==> config.mk <==
export PLATFORM = sky130hd
export DESIGN_NAME = fetch_queue_unit
export DESIGN_NICKNAME = d
export VERILOG_FILES = /design/src/rtl/fetch_queue_unit_pkg.sv /design/src/rtl/fetch_queue_unit_fifo.sv /design/src/rtl/fetch_queue_unit.sv
export SDC_FILE = /design/constraint.sdc
export NUM_CORES = 1
export LEC_CHECK = 0
export CORE_MARGIN = 1.5
export CORE_UTILIZATION = 61
export CTS_BUF_LIST = sky130_fd_sc_hd__clkbuf_4
export CTS_CLUSTER_DIAMETER = 80
export DETAILED_ROUTE_END_ITERATION = 10
export PLACE_DENSITY = 0.88
export SLEW_MARGIN = 10
export SYNTH_ARGS = -nofsm -noshare
export SYNTH_HDL_FRONTEND = slang
export SYNTH_SLANG_ARGS = --single-unit
==> constraint.sdc <==
create_clock -name Clk -period 12.05 [get_ports Clk]
set_input_delay 1.8075 -clock Clk [delete_from_list [all_inputs] [get_ports Clk]]
set_output_delay 1.8075 -clock Clk [all_outputs]
set_load 0.05 [all_outputs]
==> src/rtl/fetch_queue_unit_pkg.sv <==
// Fetch front-end shared definitions: reset/exception vectors,
// fetch FSM encoding and FIFO entry sizing.
package fetch_queue_unit_pkg;

  localparam int unsigned ADDR_W_DEF   = 32;
  localparam logic [31:0] RESET_PC_DEF = 32'h0000_3000;
  localparam logic [31:0] EXC_PC_DEF   = 32'h0000_4180;
  localparam logic [31:0] IM_BASE_DEF  = 32'h0000_3000;
  localparam int unsigned IM_BYTES_DEF = 16384;
  localparam int unsigned DEPTH_DEF    = 4;

  typedef enum logic [1:0] {
    ST_RUN   = 2'd0,
    ST_FAULT = 2'd1,
    ST_HALT  = 2'd2
  } fq_state_e;

  // Entry layout: {pc, instr[31:0], adel}
  function automatic int unsigned entry_w(
    input int unsigned aw
  );
    return aw + 33;
  endfunction

endpackage

==> src/rtl/fetch_queue_unit_fifo.sv <==
// Synchronous fetch FIFO with flush-clear; head is
// presented combinationally from the read pointer.
module fetch_fifo
  import fetch_queue_unit_pkg::*;
#(
  parameter int unsigned W     = entry_w(ADDR_W_DEF),
  parameter int unsigned DEPTH = DEPTH_DEF,
  localparam int unsigned AW   = $clog2(DEPTH),
  localparam int unsigned CW   = AW + 1
) (
  input  logic          Clk,
  input  logic          Rst_n,
  input  logic          push,
  input  logic [W-1:0]  data,
  input  logic          pop,
  input  logic          clear,
  output logic [CW-1:0] count,
  output logic [W-1:0]  head
);

  logic [W-1:0]  mem [DEPTH];
  logic [AW-1:0] wr_ptr;
  logic [AW-1:0] rd_ptr;

  always_ff @(posedge Clk or negedge Rst_n) begin
    if (!Rst_n) begin
      wr_ptr <= '0;
      rd_ptr <= '0;
      count  <= '0;
      for (int i = 0; i < DEPTH; i++) begin
        mem[i] <= '0;
      end
    end else if (clear) begin
      wr_ptr <= '0;
      rd_ptr <= '0;
      count  <= '0;
    end else begin
      if (push) begin
        mem[wr_ptr] <= data;
        wr_ptr      <= wr_ptr + AW'(1);
      end
      if (pop) begin
        rd_ptr <= rd_ptr + AW'(1);
      end
      count <= count + CW'(push) - CW'(pop);
    end
  end

  assign head = mem[rd_ptr];

  a_no_overflow: assert property (
    @(posedge Clk) disable iff (!Rst_n)
    (push && !pop && !clear) |-> (count != CW'(DEPTH))
  );

  a_no_underflow: assert property (
    @(posedge Clk) disable iff (!Rst_n)
    (pop && !clear) |-> (count != '0)
  );

endmodule

==> src/rtl/fetch_queue_unit.sv <==
// Instruction-fetch front end: PC, pipelined IM requests,
// in-order response buffering and decode handoff.
module fetch_queue_unit
  import fetch_queue_unit_pkg::*;
#(
  parameter int unsigned ADDR_W = ADDR_W_DEF,
  parameter logic [ADDR_W-1:0] RESET_PC = ADDR_W'(RESET_PC_DEF),
  parameter logic [ADDR_W-1:0] EXC_PC   = ADDR_W'(EXC_PC_DEF),
  parameter logic [ADDR_W-1:0] IM_BASE  = ADDR_W'(IM_BASE_DEF),
  parameter int unsigned IM_BYTES = IM_BYTES_DEF,
  parameter int unsigned DEPTH    = DEPTH_DEF
) (
  input  logic              Clk,
  input  logic              Rst_n,
  input  logic              Redirect_i,
  input  logic [ADDR_W-1:0] Redirect_pc_i,
  input  logic              Exc_i,
  input  logic              Eret_i,
  input  logic [ADDR_W-1:0] Epc_i,
  output logic              Imem_req_valid_o,
  input  logic              Imem_req_ready_i,
  output logic [ADDR_W-1:0] Imem_req_addr_o,
  input  logic              Imem_rsp_valid_i,
  input  logic [31:0]       Imem_rsp_data_i,
  output logic              Dec_valid_o,
  input  logic              Dec_ready_i,
  output logic [ADDR_W-1:0] Dec_pc_o,
  output logic [31:0]       Dec_instr_o,
  output logic              Dec_adel_o,
  output logic [ADDR_W-1:0] Pc_o
);

  localparam int unsigned CW = $clog2(DEPTH) + 1;
  localparam int unsigned EW = entry_w(ADDR_W);
  localparam logic [ADDR_W:0] LO = {1'b0, IM_BASE};
  localparam logic [ADDR_W:0] HI = LO + (ADDR_W+1)'(IM_BYTES);

  fq_state_e         state;
  logic [ADDR_W-1:0] rsp_pc;
  logic [CW-1:0]     inflight;
  logic [CW-1:0]     discard;
  logic [CW-1:0]     count;
  logic [CW-1:0]     live;
  logic [CW:0]       occ;
  logic [ADDR_W-1:0] target;
  logic [EW-1:0]     push_data;
  logic [EW-1:0]     head;
  logic              flush;
  logic              pc_bad;
  logic              credit_ok;
  logic              req_fire;
  logic              rsp_acc;
  logic              rsp_live;
  logic              fault_push;
  logic              push;
  logic              pop;

  function automatic logic bad_pc(
    input logic [ADDR_W-1:0] pc
  );
    logic [ADDR_W:0] wide;
    wide = {1'b0, pc};
    return (pc[1:0] != 2'b00) || (wide < LO) || (wide >= HI);
  endfunction

  assign flush = Exc_i | Eret_i | Redirect_i;

  always_comb begin
    target = Redirect_pc_i;
    unique case (1'b1)
      Exc_i:           target = EXC_PC;
      !Exc_i & Eret_i: target = Epc_i;
      default:         target = Redirect_pc_i;
    endcase
  end

  // Words still owed by IM that will be kept, plus words buffered
  assign live      = inflight - discard;
  assign occ       = {1'b0, live} + {1'b0, count};
  assign credit_ok = occ < (CW+1)'(DEPTH);
  assign pc_bad    = bad_pc(Pc_o);

  assign Imem_req_valid_o = Rst_n & (state == ST_RUN) & !flush
                          & !pc_bad & credit_ok;
  assign Imem_req_addr_o  = Pc_o;
  assign req_fire = Imem_req_valid_o & Imem_req_ready_i;

  assign rsp_acc  = Imem_rsp_valid_i & (inflight != '0);
  assign rsp_live = rsp_acc & (discard == '0) & !flush;

  // Fault entry waits until every kept response is in the queue
  assign fault_push = (state == ST_FAULT) & !flush
                    & (inflight == discard)
                    & (count < CW'(DEPTH));

  assign push = rsp_live | fault_push;

  always_comb begin
    push_data = {rsp_pc, Imem_rsp_data_i, 1'b0};
    if (fault_push) begin
      push_data = {Pc_o, 32'h0, 1'b1};
    end
  end

  assign Dec_valid_o = (count != '0) & !flush;
  assign pop         = Dec_valid_o & Dec_ready_i;
  assign Dec_pc_o    = head[EW-1 -: ADDR_W];
  assign Dec_instr_o = head[32:1];
  assign Dec_adel_o  = head[0];

  fetch_fifo #(
    .W     (EW),
    .DEPTH (DEPTH)
  ) u_fifo (
    .Clk   (Clk),
    .Rst_n (Rst_n),
    .push  (push),
    .data  (push_data),
    .pop   (pop),
    .clear (flush),
    .count (count),
    .head  (head)
  );

  always_ff @(posedge Clk or negedge Rst_n) begin
    if (!Rst_n) begin
      state    <= ST_RUN;
      Pc_o     <= RESET_PC;
      rsp_pc   <= RESET_PC;
      inflight <= '0;
      discard  <= '0;
    end else if (flush) begin
      state    <= ST_RUN;
      Pc_o     <= target;
      rsp_pc   <= target;
      inflight <= inflight - CW'(rsp_acc);
      discard  <= inflight - CW'(rsp_acc);
    end else begin
      inflight <= inflight + CW'(req_fire) - CW'(rsp_acc);
      if (rsp_acc && (discard != '0)) begin
        discard <= discard - CW'(1);
      end
      if (rsp_live) begin
        rsp_pc <= rsp_pc + ADDR_W'(4);
      end
      if (req_fire) begin
        Pc_o <= Pc_o + ADDR_W'(4);
      end
      unique case (state)
        ST_RUN: begin
          if (pc_bad) begin
            state <= ST_FAULT;
          end
        end
        ST_FAULT: begin
          if (fault_push) begin
            state <= ST_HALT;
          end
        end
        ST_HALT: state <= ST_HALT;
        default: state <= ST_RUN;
      endcase
    end
  end

  a_rsp_expected: assert property (
    @(posedge Clk) disable iff (!Rst_n)
    Imem_rsp_valid_i |-> (inflight != '0)
  );

endmodule

=== Yosys cells after proc, flatten, opt, wreduce, memory -nomap -nowiden ===
Cells that the tools add are included.

* Register bits after elaboration: 339
* Word-level logic and storage cells: 100

* Add/sub/neg operators: 12
* Magnitude comparators: 7
* Equality and inequality tests: 5
* Mux-type cells: 24
* Bitwise operators: 20
* Reductions and logical operators: 20

{| class="wikitable"
|+ Operators with widths
! cell !! number
|-
| bitwise mux 260 bit || 1
|-
| two-way mux 65 bit || 4
|-
| binary-select mux 65 bit (select 2 bit) || 1
|-
| demux 65 bit (select 2 bit) || 1
|-
| two-way mux 32 bit || 4
|-
| adder 32 x 3 -> 32 bit, second input constant || 2
|-
| one-hot mux 32 bit (2 select lines) || 1
|-
| >= comparator 32 x 15 -> 1 bit, second input constant || 1
|-
| < comparator 32 x 14 -> 1 bit, second input constant || 1
|-
| bitwise AND 1 bit || 14
|-
| two-way mux 2 bit || 7
|-
| two-way mux 3 bit || 4
|-
| nonzero test 2 bit || 6
|-
| nonzero test 3 bit || 3
|-
| subtractor 3 x 1 -> 3 bit || 3
|-
| adder 3 x 1 -> 3 bit || 2
|-
| >= comparator 3 bit, second input constant || 2
|-
| != test 3 bit, second input constant || 2
|-
| NOT 2 -> 3 bit || 2
|-
| one-hot mux 2 bit (3 select lines) || 1
|-
| adder 2 x 1 -> 2 bit, second input constant || 2
|-
| adder 3 x 3 -> 4 bit || 1
|-
| < comparator 4 x 3 -> 1 bit, second input constant || 1
|-
| AND reduction 2 bit || 2
|-
| 14 further kinds || 20
|}

=== Longest topological paths before layout ===
Gate-level depths: netlist of run 1.

* Depth in word-level cells: 10
* Depth in mapped cells: 19
* Mapped depth without buffers: 18

=== Cells and area by module ===
Synthesis of run 1 repeated with hierarchy kept, for this count alone.

* Cell total of the unflattened synthesis: 1292
* Area, all modules: 17755.8 um2

{| class="wikitable"
|+ Modules (own cells, without submodules)
! module !! times used !! cells an instance !! area an instance (um2) !! sequential area each (um2)
|-
| fetch_fifo || 1 || 666 || 12435.7 || 6681.4
|-
| fetch_queue_unit || 1 || 626 || 5320.1 || 1756.7
|}

=== Least setup slack after synthesis of run 1 ===
OpenSTA, ideal clock, no wires.

* Path type: input to output
* Start point: input port Redirect_i
* End point: output port Dec_valid_o
* Arrival time: 3.523 ns
* Required time: 10.242 ns
* Setup slack: 6.719 ns
* Stages: 6
* Buffers on the path: 4
* Path through: buf_2 > or3_1 > clkbuf_1 > clkbuf_1 > buf_1 > nor2_1

* Word-level cells in the longest chain between the ends: 3

{| class="wikitable"
|+ RTL lines
! item !! line !! source
|-
| start, declared || fetch_queue_unit.sv:15 || <nowiki>input logic Redirect_i,</nowiki>
|-
| bitwise OR 1 bit || fetch_queue_unit.sv:66 || <nowiki>assign flush = Exc_i | Eret_i | Redirect_i;</nowiki>
|-
| logical NOT 1 bit || fetch_queue_unit.sv:105 || <nowiki>assign Dec_valid_o = (count != '0) & !flush;</nowiki>
|-
| bitwise AND 1 bit || fetch_queue_unit.sv:105 ||
|-
| end, declared || fetch_queue_unit.sv:25 || <nowiki>output logic Dec_valid_o,</nowiki>
|}

No other way between the ends.

=== Final worst setup path of run 1 ===
* Start point: input port Exc_i
* End point: output port Imem_req_valid_o

* Word-level cells in the longest chain between the ends: 6

{| class="wikitable"
|+ RTL lines
! item !! line !! source
|-
| start, declared || fetch_queue_unit.sv:17 || <nowiki>input logic Exc_i,</nowiki>
|-
| bitwise OR 1 bit (2 in series) || fetch_queue_unit.sv:66 ||
|-
| logical NOT 1 bit || fetch_queue_unit.sv:83 || <nowiki>assign Imem_req_valid_o = Rst_n & (state == ST_RUN) & !flush</nowiki>
|-
| bitwise AND 1 bit || fetch_queue_unit.sv:83 ||
|-
| bitwise AND 1 bit (2 in series) || fetch_queue_unit.sv:84 || <nowiki>& !pc_bad & credit_ok;</nowiki>
|-
| end, declared || fetch_queue_unit.sv:20 || <nowiki>output logic Imem_req_valid_o,</nowiki>
|}

No other way between the ends.

==> impl_metrics.json, run 1 <==
{
  "status": "finished, final reports clean",
  "unrepaired_setup_endpoints_after_global_routing": "no",
  "clockBufferDepth": 3,
  "ant_nets": 0,
  "drt_drc_violations_left": 0,
  "grt_util_all_layers": 0.3089,
  "grt_first_pass_wirelength_microns": 68970,
  "leak_pwr_nw": 8.593,
  "netSwitchingPower_mw": 1.055,
  "dp.final_hpwl_microns": 28040,
  "final_cell_area_sq_um": 19960,
  "final_hold_viols": 0,
  "most_used_flip_flop_cell_after_synthesis": "sky130_fd_sc_hd__dfrtp_1",
  "worst_setup_hold_path_clk_slew_ns": 0.06,
  "reg2reg_from": "inflight[0]$_DFF_PN0_",
  "pwr-share-comb": 0.264,
  "seq_power_share": 0.416,
  "wirelength_met1_microns": 17240,
  "core_region_area_sq_um": 26880,
  "synth_edf_count": 0,
  "die-area_sq_um": 28300,
  "fmaxAchievable_ghz": 0.1652,
  "overflow": 0,
  "clockPowerShare": 0.320,
  "clkLatencyLatePin_ns": 0.74,
  "reg2reg_slack_ns": 8.19,
  "netlist_area_sq_um": 16650,
  "antenna_found_initial": 1,
  "most_area_hungry_cell_type_in_the_yosys_netlist": "sky130_fd_sc_hd__dfrtp_1",
  "worst_setup_path_end_kind": "output pin",
  "vias": 13390,
  "grt_start_max_net_pins": 201,
  "totalWireLength_microns": 42820,
  "arrival_ns": 4.25,
  "share_of_post_route_cells_with_drive_strength_above_1": 0.1482,
  "clockRootBuffer": "sky130_fd_sc_hd__clkbuf_4",
  "ys_ff_latch": 337,
  "setup-tns-final_ns": 0,
  "h_tree_lvl_count": 3,
  "post-route-period-util": 0.5023,
  "class_of_the_tightest_hold_or_removal_check": "register to register",
  "async_reset_ff_frac": 1.000,
  "floorplan.initialDensity": 0.6196,
  "timing.clock.skew_ns": 0.08332,
  "ir_drop_uv": 70.30,
  "rows": 60,
  "post-synth-top-area-fraction": 0.5004,
  "signed_area_change_from_the_synthesized_netlist_to_the_final_layout_pct": 19.86,
  "net_count_reported_at_finish": 1920,
  "io_buffers": 234,
  "synth_top_cells_by_area": "sky130_fd_sc_hd__dfrtp_1, sky130_fd_sc_hd__mux4_2, sky130_fd_sc_hd__nand2_1",
  "synth_most_common_cell": "sky130_fd_sc_hd__nand2_1",
  "cts_hold_buf": 0,
  "finalSetupViolCount": 0,
  "routed_wire_length_per_instance_microns": 19.54,
  "dieHeight_microns": 168.2,
  "power_switching_share": 0.3353,
  "topRoutingLayerUsed": "met4",
  "yosys_synthesis_warning_count": 0,
  "cts_tree": "yes",
  "slew_headroom": 0.2522,
  "synth_area_per_cell_sq_um": 10.38,
  "floorplan.die.width_microns": 168.2,
  "netlist_top_cells_count": "sky130_fd_sc_hd__nand2_1, sky130_fd_sc_hd__dfrtp_1, sky130_fd_sc_hd__o21ai_0",
  "first_global_vias": 13490,
  "synth.lib_cells_used.distinct": 65,
  "setup_slack_ns": 5.997,
  "worst_setup_path_startpoint": "Exc_i",
  "via_per_inst": 6.109,
  "ioPinCount": 235,
  "worst-slew-pin-transition_ns": 1.110,
  "first_iter_violations": 1289,
  "cell_internal_pwr_mw": 2.092,
  "path_max_fanout": 39,
  "met2WireLength_microns": 20730,
  "timing.hold.ws_ns": 0.4786,
  "critPathRequiredTime_ns": 10.24,
  "min_period_ns": 6.053,
  "synthesis.nets": 1733,
  "seq_total_area_yosys": 0.5067,
  "gp_congestion": 0.9330,
  "fillCellCount": 1829,
  "drt_pre_antenna_iters": 7,
  "cts.sinks": 337,
  "met3WireLength_microns": 3616,
  "timing_worst_setup_path_type": "input pin to output pin",
  "placed_area_sq_um": 18840,
  "hold_path_startpoint": "u_fifo.mem[13]$_DFFE_PN0P_",
  "synthCells": 1605,
  "power-per-cell-area_nw_per_um2": 157.7,
  "final-max-slew-violation-count": 0,
  "pre_cts_ws_ns": 6.053,
  "drv.max_cap_violation_count": 0,
  "post_cts.repair.setup_buffers": 0,
  "postCtsResizedCells": 0,
  "worst_setup_path_start_kind": "input pin",
  "cts_made_buffers": 85
}
-- flip-flops by register name (all words and copies together) (netlist names) --
signal           count
discard              3
u_fifo.count         3
rsp_pc              31
state                2
inflight             3
u_fifo.wr_ptr        2
u_fifo.mem         260
u_fifo.rd_ptr        2
Imem_req_addr_o     31
-- metrics by stage --
stage,power [mW],utilization,cells
after floorplan,1.870,-,1605
after global placement,2.132,0.7008,2046
after detailed placement,2.159,0.7008,2046
after CTS,3.167,0.7426,2190
after global routing,3.288,0.7426,2191
final,3.147,0.7426,2191
-- worst max-delay path, cell delays in order --
cell                              delay, ns
sky130_fd_sc_hd__clkdlybuf4s50_1       0.40
sky130_fd_sc_hd__buf_4                 0.26
sky130_fd_sc_hd__nor3_4                0.21
sky130_fd_sc_hd__nand4_1               0.14
sky130_fd_sc_hd__or2_1                 0.38
sky130_fd_sc_hd__nor2_1                0.19
sky130_fd_sc_hd__clkdlybuf4s50_1       0.83
-- per-layer routing --
metal  track usage  vias to the layer above
li1              -                     6054
met1        0.4109                     6532
met2        0.5033                      697
met3       0.05994                      102
met4        0.1269                        0
met5             0                        -
-- cells by family after synthesis --
logic type                 after synthesis  share of synthesized area
and+or+nand+nor                        527                     0.1396
AOI/OAI and AO/OA                      410                     0.1378
buffers and inverters                  180                    0.05350
DFF                                    337                     0.5067
xor gates and xnor gates                17                   0.008941
adders and majority gates               24                    0.01939
muxes                                  110                     0.1340
-- final timing paths --
kind / cells after the start / to
worst max-delay path: 7 / Imem_req_valid_o
worst min-delay path: 2 / u_fifo.mem[13]$_DFFE_PN0P_
worst max register to register: 18 / inflight[2]$_DFF_PN0_
min in group asynchronous: 1 / state[0]$_DFFE_PN0P_
worst min register to register: 2 / u_fifo.mem[13]$_DFFE_PN0P_
max in group asynchronous: 2 / u_fifo.mem[182]$_DFFE_PN0P_
-- final cells by class --
type	instances	area, sq um	area share
flip-flops and latches	337	8443	0.4230
multi-input cells	1088	7378	0.3697
repair buffers	250	2475	0.1240
clock buffers	125	938.4	0.04702
well taps	341	426.7	0.02138
clock inverters	19	182.7	0.009152
inverters	30	112.6	0.005642
diodes	1	2.502	0.0001254
-- power by group through the flow --
stage                     registers [mW]  clock network (mW)  logic [mW]
after floorplan                     1.32                   0       0.550
final                               1.31                1.01       0.831
after global placement              1.32                   0       0.814
after CTS                           1.31                1.03       0.836
after detailed placement            1.33                   0       0.833
after global routing                1.32                1.08       0.887
-- cell usage in the layout (no fill, tap or decap), drive strengths merged, types with 32 or more instances in the layout --
cell	count
mux2i	36
nand3	32
nor2	51
o21ai	270
nand2	347
a21oi	62
clkdlybuf4s50	232
dfrtp	333
mux4	65
clkbuf	125
Note: power is estimated with default switching activity, not from simulation.
==> inputs of run 2 (changes only) <==
--- a/config.mk
+++ b/config.mk
@@ -6,11 +6,11 @@
 export NUM_CORES = 1
 export LEC_CHECK = 0
 export CORE_MARGIN = 1.5
-export CORE_UTILIZATION = 61
+export CORE_UTILIZATION = 51
 export CTS_BUF_LIST = sky130_fd_sc_hd__clkbuf_4
 export CTS_CLUSTER_DIAMETER = 80
 export DETAILED_ROUTE_END_ITERATION = 10
-export PLACE_DENSITY = 0.88
+export PLACE_DENSITY = 0.78
 export SLEW_MARGIN = 10
 export SYNTH_ARGS = -nofsm -noshare
 export SYNTH_HDL_FRONTEND = slang
==> constraint.sdc (replaced) <==
create_clock -name Clk -period 5.2 [get_ports Clk]
set_input_delay 0.78 -clock Clk [delete_from_list [all_inputs] [get_ports Clk]]
set_output_delay 0.78 -clock Clk [all_outputs]
set_load 0.05 [all_outputs]
==> run 2 against run 1 <==
Core utilization is 11 points lower. Final area is 1.2% higher. Sequential share of layout area is 0.51 points lower. Sequential power is 130% higher. Critical path type is now register to output pin. Worst setup slack worse by 5.0 ns. Global-route usage is 5.4 points lower. Clock-buffer cell count is 7 higher. Total power is 130% higher. Register-to-register slack worse by 7.0 ns. Critical path depth is 4 lower.
==> impl_metrics.json, run 2 (same netlist as run 1, synthesis figures left out) <==
{
  "first_iter_violations": 917,
  "vias": 13120,
  "pwr-share-comb": 0.266,
  "timing_worst_setup_path_type": "register to output pin",
  "grt_first_pass_wirelength_microns": 67880,
  "largest-register": "u_fifo.mem",
  "clockRootBuffer": "sky130_fd_sc_hd__clkbuf_4",
  "antenna_found_initial": 1,
  "slew_headroom": 0.1569,
  "final_cell_mix": "sky130_fd_sc_hd__nand2_1, sky130_fd_sc_hd__dfrtp_1, sky130_fd_sc_hd__clkdlybuf4s50_1",
  "post-route-period-util": 0.8005,
  "clockPowerShare": 0.323,
  "postCtsResizedCells": 0,
  "timing.clock.skew_ns": 0.06750,
  "class_of_the_tightest_hold_or_removal_check": "register to register",
  "pre_cts_ws_ns": 1.216,
  "fillCellCount": 2560,
  "cts_tree": "yes",
  "cts_hold_buf": 1,
  "cpPeakStageDelay_ns": 0.99,
  "critPathRequiredTime_ns": 4.42,
  "ir_drop_uv": 173.1,
  "post_cts.repair.setup_buffers": 0,
  "grt_util_all_layers": 0.2553,
  "status": "finished, final reports clean",
  "worst_setup_path_end_kind": "output pin",
  "drt_drc_violations_left": 0,
  "leak_pwr_nw": 8.656,
  "fmaxAchievable_ghz": 0.2402,
  "grt_start_max_net_pins": 156,
  "power-per-cell-area_nw_per_um2": 363.3,
  "rows": 65,
  "overflow": 0,
  "worstPathCellList": "buf_12 > mux4_2 > clkdlybuf4s50_1",
  "min_period_ns": 4.163,
  "largest_register_ffs": 260,
  "floorplan.initialDensity": 0.5223,
  "drt_pre_antenna_iters": 5,
  "setup-tns-final_ns": 0,
  "dp.final_hpwl_microns": 28280,
  "totalWireLength_microns": 42520,
  "clockBufferDepth": 3,
  "slowest_stage": "sky130_fd_sc_hd__dfrtp_4",
  "setup_slack_ns": 1.037,
  "arrival_ns": 3.38,
  "cts_made_buffers": 89,
  "final-max-slew-violation-count": 0,
  "floorplan.die.width_microns": 183.7,
  "cell_internal_pwr_mw": 4.866,
  "ant_nets": 0,
  "finalSetupViolCount": 0,
  "routed_wire_length_per_instance_microns": 18.50,
  "worst_setup_path_start_kind": "register",
  "ioPinCount": 235,
  "netSwitchingPower_mw": 2.474,
  "critical_path_buf_inv_count": 2,
  "worst_setup_hold_path_clk_slew_ns": 0.07,
  "path_max_fanout": 40,
  "via_per_inst": 5.705,
  "die-area_sq_um": 33740,
  "worst-slew-pin-transition_ns": 1.251,
  "timing.critical_path.max_delay_family": "buffers and inverters",
  "signed_area_change_from_the_synthesized_netlist_to_the_final_layout_pct": 21.33,
  "seq_power_share": 0.411,
  "final_hold_viols": 0,
  "clkLatencyLatePin_ns": 0.72,
  "h_tree_lvl_count": 3,
  "power_switching_share": 0.3370,
  "net_count_reported_at_finish": 1929,
  "layout.cells.most_common": "sky130_fd_sc_hd__nand2_1",
  "cts.sinks": 337,
  "share_of_post_route_cells_with_drive_strength_above_1": 0.1541,
  "dieHeight_microns": 183.7,
  "core_region_area_sq_um": 31880,
  "drv.max_cap_violation_count": 0,
  "gp_congestion": 0.8752,
  "io_buffers": 234,
  "unrepaired_setup_endpoints_after_global_routing": "no",
  "first_global_vias": 13090
}
run 2: changes by cell type in the layout (fill, tap and decap cells not counted):
cell and change:
sky130_fd_sc_hd__clkbuf_4 +7, sky130_fd_sc_hd__buf_12 +4, sky130_fd_sc_hd__buf_4 +2, sky130_fd_sc_hd__clkdlybuf4s50_1 -2
sky130_fd_sc_hd__clkinv_1 +2, sky130_fd_sc_hd__bufinv_16 -1, sky130_fd_sc_hd__clkinvlp_4 +1, sky130_fd_sc_hd__dlygate4sd3_1 +1
sky130_fd_sc_hd__inv_2 -1, sky130_fd_sc_hd__inv_6 +1
run 2: area by class of cell:
cell class              count  area (sq um)  share of cell area
diodes                      1         2.502           0.0001239
clock buffers             132         991.0             0.04905
clock inverters            21         172.7            0.008546
inverters                  30         112.6            0.005573
multi-input cells        1088          7378              0.3652
flip-flops and latches    337          8443              0.4179
well taps                 435         544.3             0.02694
repair buffers            255          2560              0.1267
run 2: layer usage:
layer	global-route usage	routed length, microns
met1	0.3506	18260
met2	0.4092	20150
met3	0.05487	3343
met4	0.07705	770
met5	0	0
run 2: worst paths after layout:
path	startpoint	end	slack, ns	cells past startpoint
worst max-delay path	u_fifo.rd_ptr[0]$_DFFE_PN0P_	Dec_pc_o[30]	1.04	3
worst min-delay path	u_fifo.mem[232]$_DFFE_PN0P_	u_fifo.mem[232]$_DFFE_PN0P_	0.47	2
worst max register to register	inflight[0]$_DFF_PN0_	inflight[2]$_DFF_PN0_	1.18	19
worst min register to register	u_fifo.mem[232]$_DFFE_PN0P_	u_fifo.mem[232]$_DFFE_PN0P_	0.47	2
max in group asynchronous	Rst_n	u_fifo.mem[254]$_DFFE_PN0P_	2.66	4
min in group asynchronous	Rst_n	u_fifo.mem[73]$_DFFE_PN0P_	0.52	2
run 2: tightest hold or removal path, cell delays in order (launching register included):
cell                      delay, ns
sky130_fd_sc_hd__dfrtp_1       0.34
sky130_fd_sc_hd__nand2_1       0.04
sky130_fd_sc_hd__o21ai_0       0.06
run 2: stage by stage:
stage,total power [mW],util,instances,hold slack (ns),area [sq um]
2_1_floorplan,4.332,-,1605,0.4446,16650
3_3_place_gp,4.967,0.5969,2144,0.4557,19030
3_5_place_dp,5.024,0.5969,2144,0.4684,19030
4_1_cts,7.421,0.6337,2298,0.4536,20200
5_1_grt,7.712,0.6338,2299,0.4820,20200
6_report,7.340,0.6338,2299,0.4749,20200
run 2: power by group through the flow:
stage | Clock (mW) | Sequential, mW | Combinational (mW)
final | 2.37 | 3.02 | 1.95
after global routing | 2.58 | 3.05 | 2.09
after CTS | 2.44 | 3.02 | 1.96
after detailed placement | 0 | 3.07 | 1.96
after global placement | 0 | 3.05 | 1.92
after floorplan | 0 | 3.06 | 1.27
==> inputs of run 3 (changes only) <==
--- a/config.mk
+++ b/config.mk
@@ -6,11 +6,11 @@
 export NUM_CORES = 1
 export LEC_CHECK = 0
 export CORE_MARGIN = 1.5
-export CORE_UTILIZATION = 51
+export CORE_UTILIZATION = 57
 export CTS_BUF_LIST = sky130_fd_sc_hd__clkbuf_4
 export CTS_CLUSTER_DIAMETER = 80
 export DETAILED_ROUTE_END_ITERATION = 10
-export PLACE_DENSITY = 0.78
+export PLACE_DENSITY = 0.83
 export SLEW_MARGIN = 10
 export SYNTH_ARGS = -nofsm -noshare
 export SYNTH_HDL_FRONTEND = slang
==> constraint.sdc (replaced) <==
create_clock -name Clk -period 3.9 [get_ports Clk]
set_input_delay 0.585 -clock Clk [delete_from_list [all_inputs] [get_ports Clk]]
set_output_delay 0.585 -clock Clk [all_outputs]
set_load 0.05 [all_outputs]
==> run 3 against run 2 <==
Clock skew is 0.036 ns lower. Core utilization is 7.4 points higher. Worst setup slack worse by 0.80 ns. Total power is 32% higher. Clock power is 27% higher. Critical path depth stayed put. Critical endpoint is now Dec_pc_o[13].
==> impl_metrics.json, run 3 (same netlist as run 1, synthesis figures left out) <==
{
  "status": "finished, final reports clean",
  "timing.critical_path.depth": 3,
  "worst_setup_path_end_kind": "output pin",
  "totalWireLength_microns": 42080,
  "dieHeight_microns": 173.9,
  "power_switching_share": 0.3368,
  "floorplan.initialDensity": 0.5802,
  "largest-register": "u_fifo.mem",
  "vias": 13320,
  "ant_nets": 0,
  "finalSetupViolCount": 0,
  "share_of_post_route_cells_with_drive_strength_above_1": 0.1622,
  "critPathRequiredTime_ns": 3.31,
  "slowest_stage": "sky130_fd_sc_hd__dfrtp_4",
  "drt_drc_violations_left": 0,
  "min_period_ns": 3.668,
  "die-area_sq_um": 30250,
  "gp_congestion": 0.8872,
  "clockBufferDepth": 3,
  "critical_path_buf_inv_count": 2,
  "final_util": 0.7082,
  "clkLatencyLatePin_ns": 0.70,
  "cpPeakStageDelay_ns": 0.76,
  "fmaxAchievable_ghz": 0.2727,
  "first_global_vias": 13330,
  "ioPinCount": 235,
  "clockRootBuffer": "sky130_fd_sc_hd__clkbuf_4",
  "place_inst": 2109,
  "post-route-period-util": 0.9404,
  "layout.cells.most_common": "sky130_fd_sc_hd__nand2_1",
  "placed_area_sq_um": 19200,
  "setup_slack_ns": 0.2325,
  "drt_pre_antenna_iters": 5,
  "rows": 62,
  "cts_made_buffers": 86,
  "worstPathCellList": "buf_12 > mux4_2 > clkdlybuf4s50_1",
  "grt_util_all_layers": 0.2836,
  "unrepaired_setup_endpoints_after_global_routing": "no",
  "reg2regPathDepth": 18,
  "core_region_area_sq_um": 28700,
  "grt_first_pass_wirelength_microns": 68280,
  "leak_pwr_nw": 8.759,
  "dp.final_hpwl_microns": 28690,
  "cts.sinks": 337,
  "path_max_fanout": 24,
  "netSwitchingPower_mw": 3.261,
  "pre_cts_ws_ns": 0.1161,
  "timing.critical_path.max_delay_family": "buffers and inverters",
  "final_cell_area_sq_um": 20330,
  "arrival_ns": 3.08,
  "ir_drop_uv": 249.3,
  "power-per-cell-area_nw_per_um2": 476.3,
  "setup-tns-final_ns": 0,
  "cell_internal_pwr_mw": 6.421,
  "first_iter_violations": 1383,
  "worst_setup_path_start_kind": "register",
  "slew_headroom": 0.4126,
  "net_count_reported_at_finish": 1942,
  "overflow": 0,
  "signed_area_change_from_the_synthesized_netlist_to_the_final_layout_pct": 22.08,
  "final_cell_mix": "sky130_fd_sc_hd__nand2_1, sky130_fd_sc_hd__dfrtp_1, sky130_fd_sc_hd__clkdlybuf4s50_1",
  "grt_start_max_net_pins": 142,
  "clockPowerShare": 0.312,
  "antenna_found_initial": 1,
  "worst_hold_stages": 2,
  "timing_worst_setup_path_type": "register to output pin",
  "largest_register_ffs": 260,
  "pwr-share-comb": 0.273,
  "routed_wire_length_per_instance_microns": 18.63,
  "drv.max_cap_violation_count": 0,
  "floorplan.die.width_microns": 173.9,
  "worst-slew-pin-transition_ns": 0.8738,
  "seq_power_share": 0.415,
  "io_buffers": 234,
  "timing.clock.skew_ns": 0.03141,
  "finalNonFillerCells": 2259,
  "worst_setup_hold_path_clk_slew_ns": 0.07,
  "via_per_inst": 5.896,
  "class_of_the_tightest_hold_or_removal_check": "register to register",
  "final-max-slew-violation-count": 0,
  "h_tree_lvl_count": 3,
  "final_hold_viols": 0,
  "cts_tree": "yes",
  "post_cts.repair.setup_buffers": 0
}
[run 3: changes by cell type in the layout (fill, tap and decap cells not counted), sizes merged]
| cell | previous run | this run |
|---|---|---|
| buf | 24 | 40 |
| clkinv | 16 | 12 |
| clkbuf | 132 | 130 |
| bufinv | 3 | 2 |
| clkinvlp | 1 | 2 |
| inv | 31 | 32 |
[run 3: through the flow]
step           power (mW)  hold WS, ns
2_1_floorplan       5.776       0.2894
3_3_place_gp        6.628       0.4564
3_5_place_dp        6.722       0.4656
4_1_cts             9.761       0.4595
5_1_grt             10.16       0.4947
6_report            9.682       0.4748
[run 3: worst paths after layout]
check	to	startpoint	slack [ns]
worst min-delay path	u_fifo.mem[168]$_DFFE_PN0P_	u_fifo.mem[168]$_DFFE_PN0P_	0.47
min in group asynchronous	u_fifo.mem[207]$_DFFE_PN0P_	Rst_n	0.58
worst min register to register	u_fifo.mem[168]$_DFFE_PN0P_	u_fifo.mem[168]$_DFFE_PN0P_	0.47
worst max register to register	inflight[2]$_DFF_PN0_	inflight[0]$_DFF_PN0_	0.30
worst max-delay path	Dec_pc_o[13]	u_fifo.rd_ptr[0]$_DFFE_PN0P_	0.23
max in group asynchronous	u_fifo.rd_ptr[0]$_DFFE_PN0P_	Rst_n	1.76
[run 3: repair_timing]
| item | 4_1_cts | 5_1_grt |
|---|---|---|
| gates resized for setup | 0 | 2 |
| setup endpoints to repair | 0 | 1 |
| hold buffers | 1 | 0 |
| endpoints found under the hold margin | 14 | 0 |
[run 3: worst min-delay path: stages (launching register included)]
cell and delay, ns:
sky130_fd_sc_hd__dfrtp_1 0.34, sky130_fd_sc_hd__nand2_1 0.04, sky130_fd_sc_hd__o21ai_0 0.06
[run 3: power by group through the flow]
stage	logic (mW)	registers, mW	clock network (mW)
finish	2.65	4.02	3.02
global route	2.82	4.05	3.29
CTS	2.65	4.01	3.10
detailed placement	2.65	4.07	0
global placement	2.58	4.05	0
floorplan	1.70	4.08	0
[run 3: final cells by class]
type | instances | area, sq um
fill | 2070 | 8374
inverter | 30 | 112.6
timing repair buffer | 271 | 2793
tap | 384 | 480.5
multi-input combinational | 1088 | 7391
antenna | 1 | 2.502
clock inverter | 18 | 130.1
clock buffer | 130 | 975.9
sequential | 337 | 8443
[run 3: per-layer routing]
metal | global-route usage | vias to the layer above | part of all wire
met2 | 0.4602 | 656 | 0.48
met5 | 0 | - | 0
met3 | 0.05031 | 91 | 0.081
met4 | 0.1139 | 0 | 0.031
li1 | - | 6103 | -
met1 | 0.3827 | 6470 | 0.41
